File: src/rtl/led_pkg.sv
// Shared constants and types for the LED PWM dimmer and its prescaler.
package led_pkg;

    localparam int DUTY_W     = 32'd8;
    localparam int ADDR_W     = 32'd5;
    localparam int PRESCALE_W = 32'd16;

    localparam logic [ADDR_W-1:0] DUTY0    = 5'd0;
    localparam logic [ADDR_W-1:0] DUTY1    = 5'd1;
    localparam logic [ADDR_W-1:0] DUTY2    = 5'd2;
    localparam logic [ADDR_W-1:0] DUTY3    = 5'd3;
    localparam logic [ADDR_W-1:0] PRESCALE = 5'd4;
    localparam logic [ADDR_W-1:0] CTRL     = 5'd5;
    localparam logic [ADDR_W-1:0] STATUS   = 5'd6;

    localparam logic [DUTY_W-1:0] PWM_MAX    = 8'd254;
    localparam logic [DUTY_W-1:0] DUTY_RESET = 8'hFF;

    typedef struct packed {
        logic       bypass;
        logic [3:0] enable;
    } ctrl_t;

    localparam ctrl_t CTRL_RESET = '{bypass: 1'b0, enable: 4'hF};

    // Duty registers sit at addresses 0..N_CH-1, one per channel.
    function automatic logic duty_sel(input logic [ADDR_W-1:0] addr, input int unsigned ch);
        return (addr == ADDR_W'(ch));
    endfunction

endpackage

File: src/rtl/led_tick_gen.sv
// Programmable tick generator: one-cycle tick every (prescale + 1) clocks.
// Shared between the dimmer and the blink engine.
module led_tick_gen (
    input  logic        clk,
    input  logic        reset,
    input  logic [15:0] prescale,
    output logic        tick
);
    import led_pkg::*;

    logic [PRESCALE_W-1:0] pcnt_r;
    logic                  tick_s;

    // A count already past a freshly shrunk limit ticks at once and restarts, so it never runs away
    assign tick_s = (pcnt_r >= prescale);

    // Prescale counter
    always_ff @(posedge clk or negedge reset) begin
        if (!reset) begin
            pcnt_r <= 16'd0;
        end else if (tick_s) begin
            pcnt_r <= 16'd0;
        end else begin
            pcnt_r <= pcnt_r + 16'd1;
        end
    end

    assign tick = tick_s;

endmodule

File: src/rtl/led_pwm_dimmer.sv
// LED PWM dimmer: gates an upstream blink pattern with per-channel duty-cycle PWM.
// Duty updates are double-buffered and take effect only at the PWM period wrap.
module led_pwm_dimmer #(
    parameter int N_CH   = 32'd4,
    parameter int DUTY_W = 32'd8
) (
    input  logic            clk,
    input  logic            reset,
    input  logic            cs,
    input  logic            read,
    input  logic            write,
    input  logic [4:0]      addr,
    input  logic [31:0]     wr_data,
    output logic [31:0]     rd_data,
    input  logic [N_CH-1:0] din,
    output logic [N_CH-1:0] dout
);
    import led_pkg::*;

    logic                  wr_en_s;
    logic                  tick_s;
    logic                  wrap_s;
    logic [15:0]           prescale_r;
    ctrl_t                 ctrl_r;
    logic [DUTY_W-1:0]     pwm_cnt_r;
    logic [DUTY_W-1:0]     shadow_s [N_CH];
    logic [N_CH-1:0]       dout_next_s;
    logic [N_CH-1:0]       dout_r;
    logic [3:0]            din4_s;
    logic [31:0]           rd_data_s;
    logic                  unused_s;

    assign wr_en_s  = cs & write;
    assign wrap_s   = tick_s & (pwm_cnt_r == DUTY_W'(PWM_MAX));
    assign din4_s   = 4'(din);
    // The read strobe has no side effects and the upper write-data bits map to nothing
    assign unused_s = ^{read, wr_data[31:16]};

    // Prescale and control registers
    always_ff @(posedge clk or negedge reset) begin
        if (!reset) begin
            prescale_r <= 16'd0;
            ctrl_r     <= CTRL_RESET;
        end else if (wr_en_s) begin
            case (addr)
                PRESCALE: prescale_r <= wr_data[15:0];
                CTRL:     ctrl_r     <= ctrl_t'(wr_data[4:0]);
                default: begin
                    prescale_r <= prescale_r;
                    ctrl_r     <= ctrl_r;
                end
            endcase
        end else begin
            prescale_r <= prescale_r;
            ctrl_r     <= ctrl_r;
        end
    end

    led_tick_gen u_tick_gen (
        .clk      (clk),
        .reset    (reset),
        .prescale (prescale_r),
        .tick     (tick_s)
    );

    // PWM phase counter: 0..PWM_MAX, so the period is PWM_MAX+1 ticks and duty FF is solid on
    always_ff @(posedge clk or negedge reset) begin
        if (!reset) begin
            pwm_cnt_r <= {DUTY_W{1'b0}};
        end else if (wrap_s) begin
            pwm_cnt_r <= {DUTY_W{1'b0}};
        end else if (tick_s) begin
            pwm_cnt_r <= pwm_cnt_r + DUTY_W'(1'b1);
        end else begin
            pwm_cnt_r <= pwm_cnt_r;
        end
    end

    for (genvar ch = 0; ch < N_CH; ch++) begin : g_ch
        logic [DUTY_W-1:0] shadow_r;
        logic [DUTY_W-1:0] active_r;
        logic              pwm_on_s;

        // Shadow takes bus writes; the active copy follows it only at wrap, using the pre-write shadow
        always_ff @(posedge clk or negedge reset) begin
            if (!reset) begin
                shadow_r <= DUTY_W'(DUTY_RESET);
                active_r <= DUTY_W'(DUTY_RESET);
            end else begin
                if (wr_en_s && duty_sel(addr, ch)) begin
                    shadow_r <= wr_data[DUTY_W-1:0];
                end else begin
                    shadow_r <= shadow_r;
                end
                if (wrap_s) begin
                    active_r <= shadow_r;
                end else begin
                    active_r <= active_r;
                end
            end
        end

        assign pwm_on_s        = (pwm_cnt_r < active_r);
        assign shadow_s[ch]    = shadow_r;
        assign dout_next_s[ch] = ctrl_r.bypass ? din[ch]
                                               : (din[ch] & ctrl_r.enable[ch] & pwm_on_s);
    end

    // Registered LED drive
    always_ff @(posedge clk or negedge reset) begin
        if (!reset) begin
            dout_r <= {N_CH{1'b0}};
        end else begin
            dout_r <= dout_next_s;
        end
    end

    assign dout = dout_r;

    // Register read mux; combinational, so a same-cycle write is not yet visible
    always_comb begin
        rd_data_s = 32'd0;
        case (addr)
            PRESCALE: rd_data_s = {16'd0, prescale_r};
            CTRL:     rd_data_s = {27'd0, ctrl_r};
            STATUS:   rd_data_s = {16'd0, 8'(pwm_cnt_r), 4'd0, din4_s};
            default:  rd_data_s = 32'd0;
        endcase
        for (int ch = 0; ch < N_CH; ch++) begin
            if (duty_sel(addr, ch)) begin
                rd_data_s = 32'(shadow_s[ch]);
            end else begin
                rd_data_s = rd_data_s;
            end
        end
    end

    assign rd_data = rd_data_s;

endmodule

File: config.mk
export PLATFORM = sky130hd
export DESIGN_NAME = led_pwm_dimmer
export DESIGN_NICKNAME = d
export VERILOG_FILES = /design/src/rtl/led_pkg.sv /design/src/rtl/led_tick_gen.sv /design/src/rtl/led_pwm_dimmer.sv
export SDC_FILE = /design/constraint.sdc
export NUM_CORES = 1
export LEC_CHECK = 0
export CORE_ASPECT_RATIO = 1.2
export CORE_MARGIN = 2
export CORE_UTILIZATION = 60
export CTS_CLUSTER_DIAMETER = 150
export DETAILED_ROUTE_END_ITERATION = 8
export GPL_ROUTABILITY_DRIVEN = 0
export PLACE_DENSITY = 0.86
export SYNTH_ARGS = -nofsm -noshare
export SYNTH_HDL_FRONTEND = slang
export SYNTH_HIERARCHICAL = 1
export SYNTH_SLANG_ARGS = --single-unit
File: constraint.sdc
create_clock -name clk -period 6 [get_ports clk]
set_input_delay 0.9 -clock clk [delete_from_list [all_inputs] [get_ports clk]]
set_output_delay 0.9 -clock clk [all_outputs]
set_load 0.01 [all_outputs]
=== Yosys cells after proc, flatten, opt, wreduce, memory -nomap -nowiden ===
Cells that the tools add are included.

* Add/sub/neg operators: 2
* $lt $le $gt $ge: 5
* Equal/unequal tests: 7
* Muxes and demuxes: 12
* Bitwise logic cells: 10
* Reductions and logical operators: 8

{| class="wikitable"
|+ Operators by type and width
! kind !! number
|-
| $mux W32 || 4
|-
| $pmux W16 S3 || 1
|-
| $lt A8 B8 Y1 || 4
|-
| $add A16 B1 Y16 const B || 1
|-
| $ge A16 B16 Y1 || 1
|-
| $mux W16 || 1
|-
| $mux W8 || 2
|-
| $eq A5 B3 Y1 const B || 3
|-
| $and A1 B1 Y1 || 10
|-
| $eq A5 B2 Y1 const B || 2
|-
| $add A8 B1 Y8 const B || 1
|-
| $eq A8 B8 Y1 const B || 1
|-
| $eq A5 B1 Y1 const B || 1
|-
| $logic_not A5 Y1 || 1
|-
| $logic_and A1 B1 Y1 || 4
|-
| $mux W1 || 4
|-
| $reduce_and A2 Y1 || 2
|-
| $reduce_bool A2 Y1 || 1
|}

* Flip-flop bits (word level): 113
* Bits of input ports: 46
* Output and inout port bits: 36
* Logic and storage cells: 58

=== Logic depth before layout (Yosys ltp) ===
Gate-level depths: netlist of the first run.

* Depth in word-level cells: 6
* Mapped depth: 12
* Mapped depth without buffers: 10

=== Hierarchy ===
Netlist of the first run, hierarchy kept.

{| class="wikitable"
|+ By module, submodules not included
! module !! times used !! cells an instance !! area an instance (um2) !! sequential area each (um2)
|-
| led_pwm_dimmer || 1 || 478 || 5183.7 || 2512.4
|-
| led_tick_gen || 1 || 130 || 1260.0 || 400.4
|}

=== Worst setup path before layout of the first run ===
Ideal clock, no wire load.

* Path type: input -> output
* Start point: input port addr[0]
* End point: output port rd_data[1]
* Data arrival time: 2.116 ns
* Required time: 5.100 ns
* Setup slack: 2.984 ns
* Stages: 6
* Path buffers: 3
* Cells stage by stage: clkbuf_1 clkbuf_1 nor3_1 clkbuf_1 a22oi_1 nand3_1

* Word-level cells in the longest chain between the ends: 6
* Elaborated cells on any way between the ends: 12
* Classes of those cells: eq/ne: 6; mux: 5; reduce/logical: 1

{| class="wikitable"
|+ RTL lines
! element !! RTL line !! RTL
|-
| from (decl) || led_pwm_dimmer.sv:12 || <nowiki>input logic [4:0] addr,</nowiki>
|-
| $eq A5 B3 Y1 || led_pwm_dimmer.sv:123 || <nowiki>case (addr)</nowiki>
|-
| $pmux W16 S3 || led_pwm_dimmer.sv:123 ||
|-
| $mux W32 (3 in a row) || led_pwm_dimmer.sv:130 || <nowiki>if (duty_sel(addr, ch)) begin</nowiki>
|-
| $mux W32 (*) || led_pwm_dimmer.sv:130 ||
|-
| to (decl) || led_pwm_dimmer.sv:14 || <nowiki>output logic [31:0] rd_data,</nowiki>
|}

Mark *: on every way between the ends. The rest lies on a longest branch, timed or not.

=== Worst setup path after layout of the first run ===
* Start point: input port addr[1]
* End point: output port rd_data[4]

The elaborated chain is that of the path after synthesis.

==> results of run 1 <==
synth_stat cells (all sizes together) (2+ instances only):
cell and instances:
o31ai 2, dfrtp 45, inv 59, o21ai 55, and3 3, or3b 2
o21a 2, nand2 63, a211oi 4, mux2 51, nor3 12, ha 47
a41o 4, nand4 8, a21oi 20, dfstp 68, o2bb2ai 4, a41oi 4
mux2i 6, clkbuf 10, a32oi 2, xor2 5, nor2b 7, buf 25
nand3 20, a22oi 6, a22o 9, xnor2 13, or3 5, nor4 19
nand2b 2, nor2 12, and2 2
routing by layer:
| layer | GRT usage, % | vias up | share of wire [%] |
|---|---|---|---|
| li1 | - | 2242 | - |
| met1 | 33.3 | 2433 | 38 |
| met2 | 49.0 | 216 | 52 |
| met3 | 7.19 | 64 | 5.4 |
| met4 | 16.4 | 0 | 5.2 |
| met5 | 0 | - | 0 |
registers in the layout, indices dropped and copies added (netlist names):
| signal | cells |
|---|---|
| ctrl_r | 5 |
| dout | 4 |
| g_ch.active_r | 32 |
| g_ch.shadow_r | 32 |
| prescale_r | 16 |
| pwm_cnt_r | 8 |
| u_tick_gen/pcnt_r | 16 |
cell usage in the layout, fill, tap and decap left out, types with 10 or more instances in the layout:
cell	count
a21oi_1	20
clkbuf_16	17
clkdlybuf4s50_1	47
conb_1	16
dfrtp_1	45
dfstp_2	68
ha_1	47
inv_1	59
mux2_2	41
mux2_4	10
nand2_1	63
nand3_1	18
nor2_1	11
nor4_1	10
o21ai_0	55
xnor2_1	13
layout make-up:
type | instances | area, µm²
Multi-Input combinational cell | 416 | 3160
Clock inverter | 6 | 55.1
Clock buffer | 26 | 499
Fill cell | 720 | 3000
Tap cell | 129 | 161
Sequential cell | 113 | 2910
Timing Repair Buffer | 53 | 515
Inverter | 59 | 221
metrics by stage:
step           total power, W  util (%)  worst slack (ns)  cells  hold WS, ns
3_5_place_dp          0.00162      66.2              1.55    770        0.487
6_report              0.00257      71.5              1.45    802        0.471
3_3_place_gp          0.00158      66.2              1.57    770        0.483
4_1_cts               0.00257      71.5              1.51    802        0.484
2_1_floorplan         0.00140         -              2.98    623        0.461
5_1_grt               0.00269      71.5              1.31    802        0.519
critical path: cells and delay by family:
kind,cells,cell delay [ns]
buf+inv,3,1.65
compound gates,2,0.45
simple gates,2,0.64
power groups by stage:
stage | clock network (W) | logic [W] | registers, W
after floorplan | 0 | 0.000417 | 0.000986
after global placement | 0 | 0.000542 | 0.00103
after detailed placement | 0 | 0.000580 | 0.00104
after CTS | 0.000946 | 0.000593 | 0.00103
after global routing | 0.000972 | 0.000670 | 0.00105
final | 0.000935 | 0.000599 | 0.00104
worst paths after layout:
check / slack (ns) / start / endpoint
setup / recovery: 1.45 / addr[1] / rd_data[4]
hold / removal: 0.47 / reset / prescale_r[10]
max in group asynchronous: 4.26 / reset / prescale_r[7]
hold reg to reg: 0.49 / g_ch[3].shadow_r[6] / g_ch[3].active_r[6]
min in group clk: 0.49 / g_ch[3].shadow_r[6] / g_ch[3].active_r[6]
setup reg to reg: 1.64 / u_tick_gen/pcnt_r[11] / g_ch[1].active_r[5]
cell families after synthesis:
| family | count (synthesis) | synth area share [%] |
|---|---|---|
| AO/OA/AOI/OAI | 120 | 12.1 |
| XOR/XNOR | 18 | 2.45 |
| adder cells (fa/ha/maj) | 47 | 9.13 |
| buffers and inverters | 94 | 6.72 |
| flip-flops | 113 | 45.2 |
| multiplexers | 57 | 10.4 |
| other | 1 | 0.0582 |
| AND/OR/NAND/NOR | 158 | 13.9 |
==> results by group, run 1 <==
Route
  – Initial DRC count: 328
  – DR DRC count: 0
  – Routed WL: 16100 µm
  – DRT Pass-1 Iters: 5
  – WL/cell: 20.1 µm
  – Drt via density: between 6 and 7
  – Final ANT Viol Nets: 0
  – Routed via count: a little under 5000

Logic synthesis
  – Top post-synthesis cells by area: dfstp_2, dfrtp_1, ha_1
  – Synthesis-stage register bit count: 113
  – Top FF cell, synth: dfstp_2
  – Synth cell types: 58
  – Synthesized area per cell: 10.6 µm²
  – Post-synth EDFFs: 0
  – Cells after Synth: 608
  – Top-area cell type share of the netlist area: 27.7%
  – Synth warnings: 6
  – Leading area contributor after synthesis: dfstp_2
  – Register area share after synthesis: 45.2%
  – Post-Syn Area: about 0.0064 mm²
  – Asr flop ratio synth: 100%

Layout
  – Final nets: 753
  – Post-route cell area: ~0.0075 mm²
  – Synth-to-layout area growth: 16.7%
  – N_diodes: 0
  – Layout cells sized above 1: between 20% and 30%

Placed design
  – Detail Placement HPWL: 11200 µm
  – Buffers on Ports: 48
  – Placed cell area: 0.00697 mm²

STA
  – Final period util: 75.8%
  – FMAX: between 200 and 250 MHz
  – Setup Skew: about 0.0079 ns
  – Slew Limit Fails: 0
  – Hold Violations, Final: 0
  – RSZ-0062 raised after global routing: no
  – Worst slew pin tran: 1.01 ns
  – Setup violations, final: 0
  – Setup TNS Final: 0 ns
  – Min Tclk post-route: between 4 and 5 ns
  – Slew headroom: between 30% and 40%

Power and ir drop
  – Sequential Power Share: 40.3%
  – Leakage: 3.13 nW
  – NetSw: 0.000791 W
  – PwrDens: ~340 mW/mm²
  – Clock power frac: 36.4%
  – Max rail drop VDD: 0.180 mV
  – Switching Fraction: between 30% and 40%
  – Combinational share of power: 23.3%
  – P_int: around 0.0018 W

Clock network
  – CTS tree: done
  – Post-CTS Resized: 0
  – Root Driver: clkbuf_16
  – Max Buffers Root-to-Sink: 2
  – Hold Buf Count CTS: 0
  – Clk pin slew, worst setup/hold paths: about 0.050 ns
  – CTS buffer count: 17
  – Clock latency on the worst-skew pair: 0.42 ns
  – Htree depth: 4
  – CTS Sinks: 113
  – Post-CTS Setup Bufs: 0

Setup path
  – Critical Path, Cell by Cell: clkdlybuf4s50_1 > buf_4 > nand2b_1 > nor2_1 > a221oi_1 > o21ai_0 > clkdlybuf4s50_1
  – R2R depth: 9
  – CP Launch Type: primary input
  – Crit-path max cell delay: between 0.7 and 0.8 ns
  – Top cell by count, worst path: clkdlybuf4s50_1
  – Crit-path slowest cell: clkdlybuf4s50_1
  – Worst path required time: 5.10 ns
  – Worst Setup Path Type: in -> out
  – CP arrival: 3.65 ns
  – Critical path capture point type: output port
  – Critical Path Fanout Max: 14

Outcome
  – Outcome: finished, final reports clean

Floorplanning
  – Core Box Area: ~0.011 mm²
  – Die Span Y: 118 µm
  – Top Ports: 82
  – Die area: about 0.012 mm²
  – # rows: 41
  – Die Wd: slightly below 100 µm
  – Initial Util: 61.3%

Global route
  – Gr usage total: 29.0%
  – Vias in the first global route: 5277
  – Overflow after GRT: 0
  – Largest net degree at the start of global routing: 72
  – First-pass GRT wire length: 26200 µm
  – Initial antenna violation count: 0

Flow run
  – Max-Cap Viols: 0

Min path
  – Worst hold-check path type: in -> async
Power figures use the tool's default switching activity.
==> inputs of run 2 (changes only) <==
--- a/config.mk
+++ b/config.mk
@@ -7,11 +7,11 @@
 export LEC_CHECK = 0
 export CORE_ASPECT_RATIO = 1.2
 export CORE_MARGIN = 2
-export CORE_UTILIZATION = 60
+export CORE_UTILIZATION = 51
 export CTS_CLUSTER_DIAMETER = 150
 export DETAILED_ROUTE_END_ITERATION = 8
 export GPL_ROUTABILITY_DRIVEN = 0
-export PLACE_DENSITY = 0.86
+export PLACE_DENSITY = 0.77
 export SYNTH_ARGS = -nofsm -noshare
 export SYNTH_HDL_FRONTEND = slang
 export SYNTH_HIERARCHICAL = 1
==> constraint.sdc (replaced) <==
create_clock -name clk -period 3.8 [get_ports clk]
set_input_delay 0.57 -clock clk [delete_from_list [all_inputs] [get_ports clk]]
set_output_delay 0.57 -clock clk [all_outputs]
set_load 0.01 [all_outputs]
==> results by group, run 2 (synthesized netlist as in run 1, its figures left out) <==
Floorplanning
  – Die Wd: 107 µm (+8.1%)
  – # rows: 45 (+9.8%)
  – Core Box Area: 0.0125 mm² (+19%)
  – Die area: 0.0136 mm² (+17%)
  – Top Ports: 82 (unchanged)
  – Die Span Y: 127 µm (+8.2%)
  – Initial Util: 51.6% (-9.7 points)

Clock network
  – Post-CTS Resized: 0 (unchanged)
  – Root Driver: clkbuf_16
  – Post-CTS Setup Bufs: 0 (unchanged)
  – Max Buffers Root-to-Sink: 2 (unchanged)
  – Htree depth: 4 (unchanged)
  – Hold Buf Count CTS: 0 (unchanged)
  – CTS tree: done
  – CTS buffer count: 17 (unchanged)
  – Clk pin slew, worst setup/hold paths: 0.05 ns (about the same)
  – Clock latency on the worst-skew pair: 0.42 ns (about the same)
  – CTS Sinks: 113 (unchanged)

STA
  – Worst slew pin tran: 0.780 ns (-0.230 ns)
  – Hold Violations, Final: 0 (unchanged)
  – Setup violations, final: 0 (unchanged)
  – Slew headroom: 47.7% (+15 points)
  – Min Tclk post-route: 3.57 ns
  – Final period util: 93.8%
  – FMAX: 280 MHz
  – Hold Worst Slack: 0.194 ns (-0.277 ns)
  – Slew Limit Fails: 0 (unchanged)
  – Setup TNS Final: 0 ns (unchanged)
  – RSZ-0062 raised after global routing: no
  – Final WS setup: 0.235 ns (-1.22 ns)
  – Setup Skew: 0.00875 ns (+0.000884 ns)

Global route
  – Initial antenna violation count: 0 (unchanged)
  – Largest net degree at the start of global routing: 55 (-24%)
  – Gr usage total: 25.0% (-4.1 points)
  – Overflow after GRT: 0 (unchanged)
  – First-pass GRT wire length: 26000 µm (-0.63%)
  – Vias in the first global route: 5183 (-1.8%)

Setup path
  – Reg2Reg Launch Point: u_tick_gen/pcnt_r[11]
  – Worst path required time: 3.23 ns (-1.87 ns)
  – CP Launch Type: primary input
  – R2R depth: 10 (+1)
  – R2r setup slk: 0.32 ns (-1.32 ns)
  – End of the critical path: rd_data[2]
  – Top cell by count, worst path: clkdlybuf4s50_1
  – Crit-path max cell delay: 0.62 ns (-0.09 ns)
  – CP arrival: 3.00 ns (-0.65 ns)
  – Critical Path Start: addr[2]
  – Reg2reg end: g_ch[1].active_r[5]
  – Critical path capture point type: output port
  – Worst Setup Path Type: in -> out
  – Critical Path Fanout Max: 11 (-3)
  – Crit-path slowest cell: clkdlybuf4s50_1
  – Critical Path, Cell by Cell: clkdlybuf4s50_1 > or3b_4 > nor3_4 > buf_4 > a22oi_1 > nand3_1 > clkdlybuf4s50_1

Layout
  – Commonest cells after routing, fill and taps aside: dfstp_2, nand2_1, inv_1, o21ai_0
  – Most common cell after layout, fill and taps aside: dfstp_2
  – Final Core Density: 61.5% (-10 points)
  – Layout cells sized above 1: 28.4% (+2.1 points)
  – N_diodes: 0 (unchanged)
  – Final nets: 766 (+1.7%)
  – Largest regs: g_ch.active_r (32), g_ch.shadow_r (32)
  – Synth-to-layout area growth: 19.3%

Route
  – Final ANT Viol Nets: 0 (unchanged)
  – Drt via density: 5.90 (-4.6%)
  – Routed via count: 5012 (+1.2%)
  – DRT Pass-1 Iters: 6 (+1)
  – WL/cell: 18.8 µm (-6.6%)
  – DR DRC count: 0 (unchanged)
  – Initial DRC count: 426 (+30%)
  – Routed WL: 15900 µm (-1.0%)

Placed design
  – Detail Placement HPWL: 11800 µm (+5.3%)
  – Buffers on Ports: 48 (unchanged)
  – Pre-CTS setup slack: 0.280 ns (-1.27 ns)

Min path
  – Worst hold-check path type: in -> async

Power and ir drop
  – Pwr Total: 0.00407 W (+59%)
  – PwrDens: 530 mW/mm² (+55%)
  – Max rail drop VDD: 0.337 mV (+87%)
  – Leakage: 3.19 nW (+1.9%)

Outcome
  – Outcome: finished, final reports clean

Flow run
  – Max-Cap Viols: 0 (unchanged)
run 2: worst min path at each step:
stage | startpoint | end | slack, ns | cells past startpoint
after floorplan | reset | ctrl_r[4] | 0.27 | 0
after global placement | g_ch[0].shadow_r[7] | g_ch[0].active_r[7] | 0.48 | 2
after detailed placement | g_ch[0].active_r[2] | g_ch[0].active_r[2] | 0.50 | 2
after CTS | reset | prescale_r[10] | 0.21 | 1
after global routing | reset | prescale_r[10] | 0.23 | 1
final | reset | prescale_r[10] | 0.19 | 1
run 2: layout make-up:
class                      instances  area, µm²
multi-input combinational        416       3160
fill                             981       4810
inverter                          59        221
timing repair buffer              66        613
clock inverter                    14        131
clock buffer                      18        450
sequential                       113       2910
tap                              164        205
run 2: critical path, delay by kind of cell:
family | cells | cell delay [ns]
AOI/OAI and AO/OA | 1 | 0.11
buffers and inverters | 3 | 1.44
and+or+nand+nor | 3 | 0.87
run 2: metal layers:
| layer | GRT usage [%] | wire length, µm | up-vias | part of all wire, % |
|---|---|---|---|---|
| met5 | 0 | 0 | - | 0 |
| li1 | - | - | 2265 | - |
| met1 | 30.2 | 6460 | 2480 | 41 |
| met3 | 5.71 | 1010 | 47 | 6.3 |
| met4 | 14.4 | 689 | 0 | 4.3 |
| met2 | 40.8 | 7790 | 220 | 49 |
run 2: where the power goes:
group / switching [W] / internal [W]
Clock: 0.000590 / 0.000942
Sequential: 0.000219 / 0.00140
Combinational: 0.000472 / 0.000448
Total: 0.00128 / 0.00279
run 2: metrics by stage:
stage | cell area [µm²] | instances
after floorplan | 6500 | 623
after global placement | 7110 | 818
after detailed placement | 7110 | 818
after CTS | 7690 | 850
after global routing | 7690 | 850
final | 7690 | 850
==> inputs of run 3 (changes only) <==
--- a/config.mk
+++ b/config.mk
@@ -7,11 +7,11 @@
 export LEC_CHECK = 0
 export CORE_ASPECT_RATIO = 1.2
 export CORE_MARGIN = 2
-export CORE_UTILIZATION = 51
+export CORE_UTILIZATION = 56
 export CTS_CLUSTER_DIAMETER = 150
 export DETAILED_ROUTE_END_ITERATION = 8
 export GPL_ROUTABILITY_DRIVEN = 0
-export PLACE_DENSITY = 0.77
+export PLACE_DENSITY = 0.81
 export SYNTH_ARGS = -nofsm -noshare
 export SYNTH_HDL_FRONTEND = slang
 export SYNTH_HIERARCHICAL = 1
==> constraint.sdc (replaced) <==
create_clock -name clk -period 3.4 [get_ports clk]
set_input_delay 0.51 -clock clk [delete_from_list [all_inputs] [get_ports clk]]
set_output_delay 0.51 -clock clk [all_outputs]
set_load 0.01 [all_outputs]
==> results by group, run 3 (synthesized netlist as in run 1, its figures left out) <==
Power and ir drop
  – Max rail drop VDD: 0.373 mV (+11%)
  – Leakage: 3.28 nW (+2.7%)
  – PwrDens: 633 mW/mm² (+19%)

Global route
  – Largest net degree at the start of global routing: 71 (+29%)
  – Initial antenna violation count: 0 (unchanged)
  – Gr usage total: 27.3% (+2.4 points)
  – Vias in the first global route: 5158 (-0.48%)
  – First-pass GRT wire length: 25400 µm (-2.3%)
  – Overflow after GRT: 0 (unchanged)

Setup path
  – Worst Setup Path Type: in -> out
  – CP Launch Type: primary input
  – Critical Path Fanout Max: 11 (unchanged)
  – CP arrival: 2.87 ns (-0.13 ns)
  – Critical path capture point type: output port
  – Reg2Reg Launch Point: u_tick_gen/pcnt_r[14]
  – Critical Path Start: addr[1]
  – Worst path required time: 2.89 ns (-0.34 ns)

STA
  – Final WS setup: 0.0222 ns (-0.212 ns)
  – Worst slew pin tran: 0.880 ns (+0.0992 ns)
  – Min Tclk post-route: ~3.4 ns
  – Slew headroom: 41.4% (-6.3 points)
  – Final period util: 99.3%
  – FMAX: about 300 MHz
  – Hold Violations, Final: 0 (unchanged)
  – Slew Limit Fails: 0 (unchanged)
  – Setup TNS Final: 0 ns (unchanged)
  – Hold Worst Slack: 0.199 ns (+0.00536 ns)
  – Setup Skew: 0.0121 ns (+0.00337 ns)
  – Setup violations, final: 0 (unchanged)

Floorplanning
  – Die area: 0.0124 mm² (-8.6%)
  – Die Span Y: 122 µm (-4.4%)
  – Core Box Area: 0.0111 mm² (-11%)
  – Top Ports: 82 (unchanged)
  – # rows: 42 (-6.7%)
  – Initial Util: 57.8% (+6.3 points)
  – Die Wd: 102 µm (-4.4%)

Layout
  – Filler cell count: 803 (-18%)
  – Synth-to-layout area growth: 21.2%
  – Most common cell after layout, fill and taps aside: dfstp_2
  – Layout cells sized above 1: 28.6% (+0.21 points)
  – Final nets: 768 (+0.26%)
  – Largest regs: g_ch.active_r (32), g_ch.shadow_r (32)
  – Commonest cells after routing, fill and taps aside: dfstp_2, nand2_1, inv_1, o21ai_0
  – N_diodes: 0 (unchanged)

Outcome
  – Outcome: finished, final reports clean

Route
  – Routed WL: 16000 µm (+0.57%)
  – Drt via density: 5.89 (-0.16%)
  – Initial DRC count: 341 (-20%)
  – Routed via count: 4957 (-1.1%)
  – DR DRC count: 0 (unchanged)
  – WL/cell: 19.0 µm (+1.5%)
  – DRT Pass-1 Iters: 5 (-1)
  – Final ANT Viol Nets: 0 (unchanged)

Placed design
  – Detail Placement HPWL: 11500 µm (-3.0%)
  – Pre-CTS setup slack: 0.105 ns (-0.175 ns)
  – Buffers on Ports: 48 (unchanged)

Clock network
  – Max Buffers Root-to-Sink: 2 (unchanged)
  – Clock latency on the worst-skew pair: 0.43 ns (about the same)
  – Htree depth: 4 (unchanged)
  – CTS Sinks: 113 (unchanged)
  – CTS buffer count: 17 (unchanged)
  – Root Driver: clkbuf_16
  – CTS tree: done
  – Hold Buf Count CTS: 0 (unchanged)
  – Clk pin slew, worst setup/hold paths: 0.05 ns (about the same)

Min path
  – Worst hold-check path type: in -> async

Flow run
  – Max-Cap Viols: 0 (unchanged)
[run 3: final cells by class]
type	instances	area [µm²]	share of cell area (%)
clock inverter	11	205	2.63
tap	154	193	2.47
inverter	59	221	2.83
sequential	113	2910	37.3
clock buffer	21	480	6.15
multi-input combinational	416	3160	40.4
timing repair buffer	68	644	8.25
[run 3: power by group]
group,switching [W],internal [W]
registers,0.000257,0.00157
clock network,0.000617,0.00144
logic,0.000549,0.000511
total,0.00142,0.00352
[run 3: through the flow]
stage	instance area, µm²	util [%]	power, W	std cells
after floorplan	6500	-	0.00248	623
after global placement	7100	63.8	0.00280	809
after detailed placement	7100	63.8	0.00287	809
after CTS	7790	69.9	0.00495	841
after global routing	7810	70.1	0.00519	842
final	7810	70.1	0.00494	842
[run 3: path summary, 6_finish.rpt]
check / endpoint / slack [ns] / cells past startpoint
max: rd_data[4] / 0.02 / 7
min reg2reg: g_ch[0].active_r[2] / 0.49 / 2
min: prescale_r[9] / 0.20 / 1
max in group asynchronous: ctrl_r[3] / 2.29 / 2
max reg2reg: g_ch[1].active_r[0] / 0.27 / 9
min in group clk: g_ch[0].active_r[2] / 0.49 / 2
[run 3: worst max-delay path, cell delays in order]
cell and delay [ns]:
clkdlybuf4s50_1 0.63, buf_4 0.28, nand2b_1 0.16, nor2_1 0.25, a221oi_1 0.16, o21ai_0 0.27
clkdlybuf4s50_1 0.60
[run 3: per-layer routing]
| layer | vias to the layer above | track usage [%] | wire length, µm |
|---|---|---|---|
| met5 | - | 0 | 0 |
| met4 | 0 | 14.4 | 659 |
| met3 | 51 | 7.83 | 830 |
| met2 | 171 | 46.4 | 8220 |
| met1 | 2472 | 30.9 | 6330 |
| li1 | 2263 | - | - |
[run 3: timing repair]
item,CTS,global route
endpoints found under the setup margin,0,5
buffers inserted,0,1
resized for setup,0,1
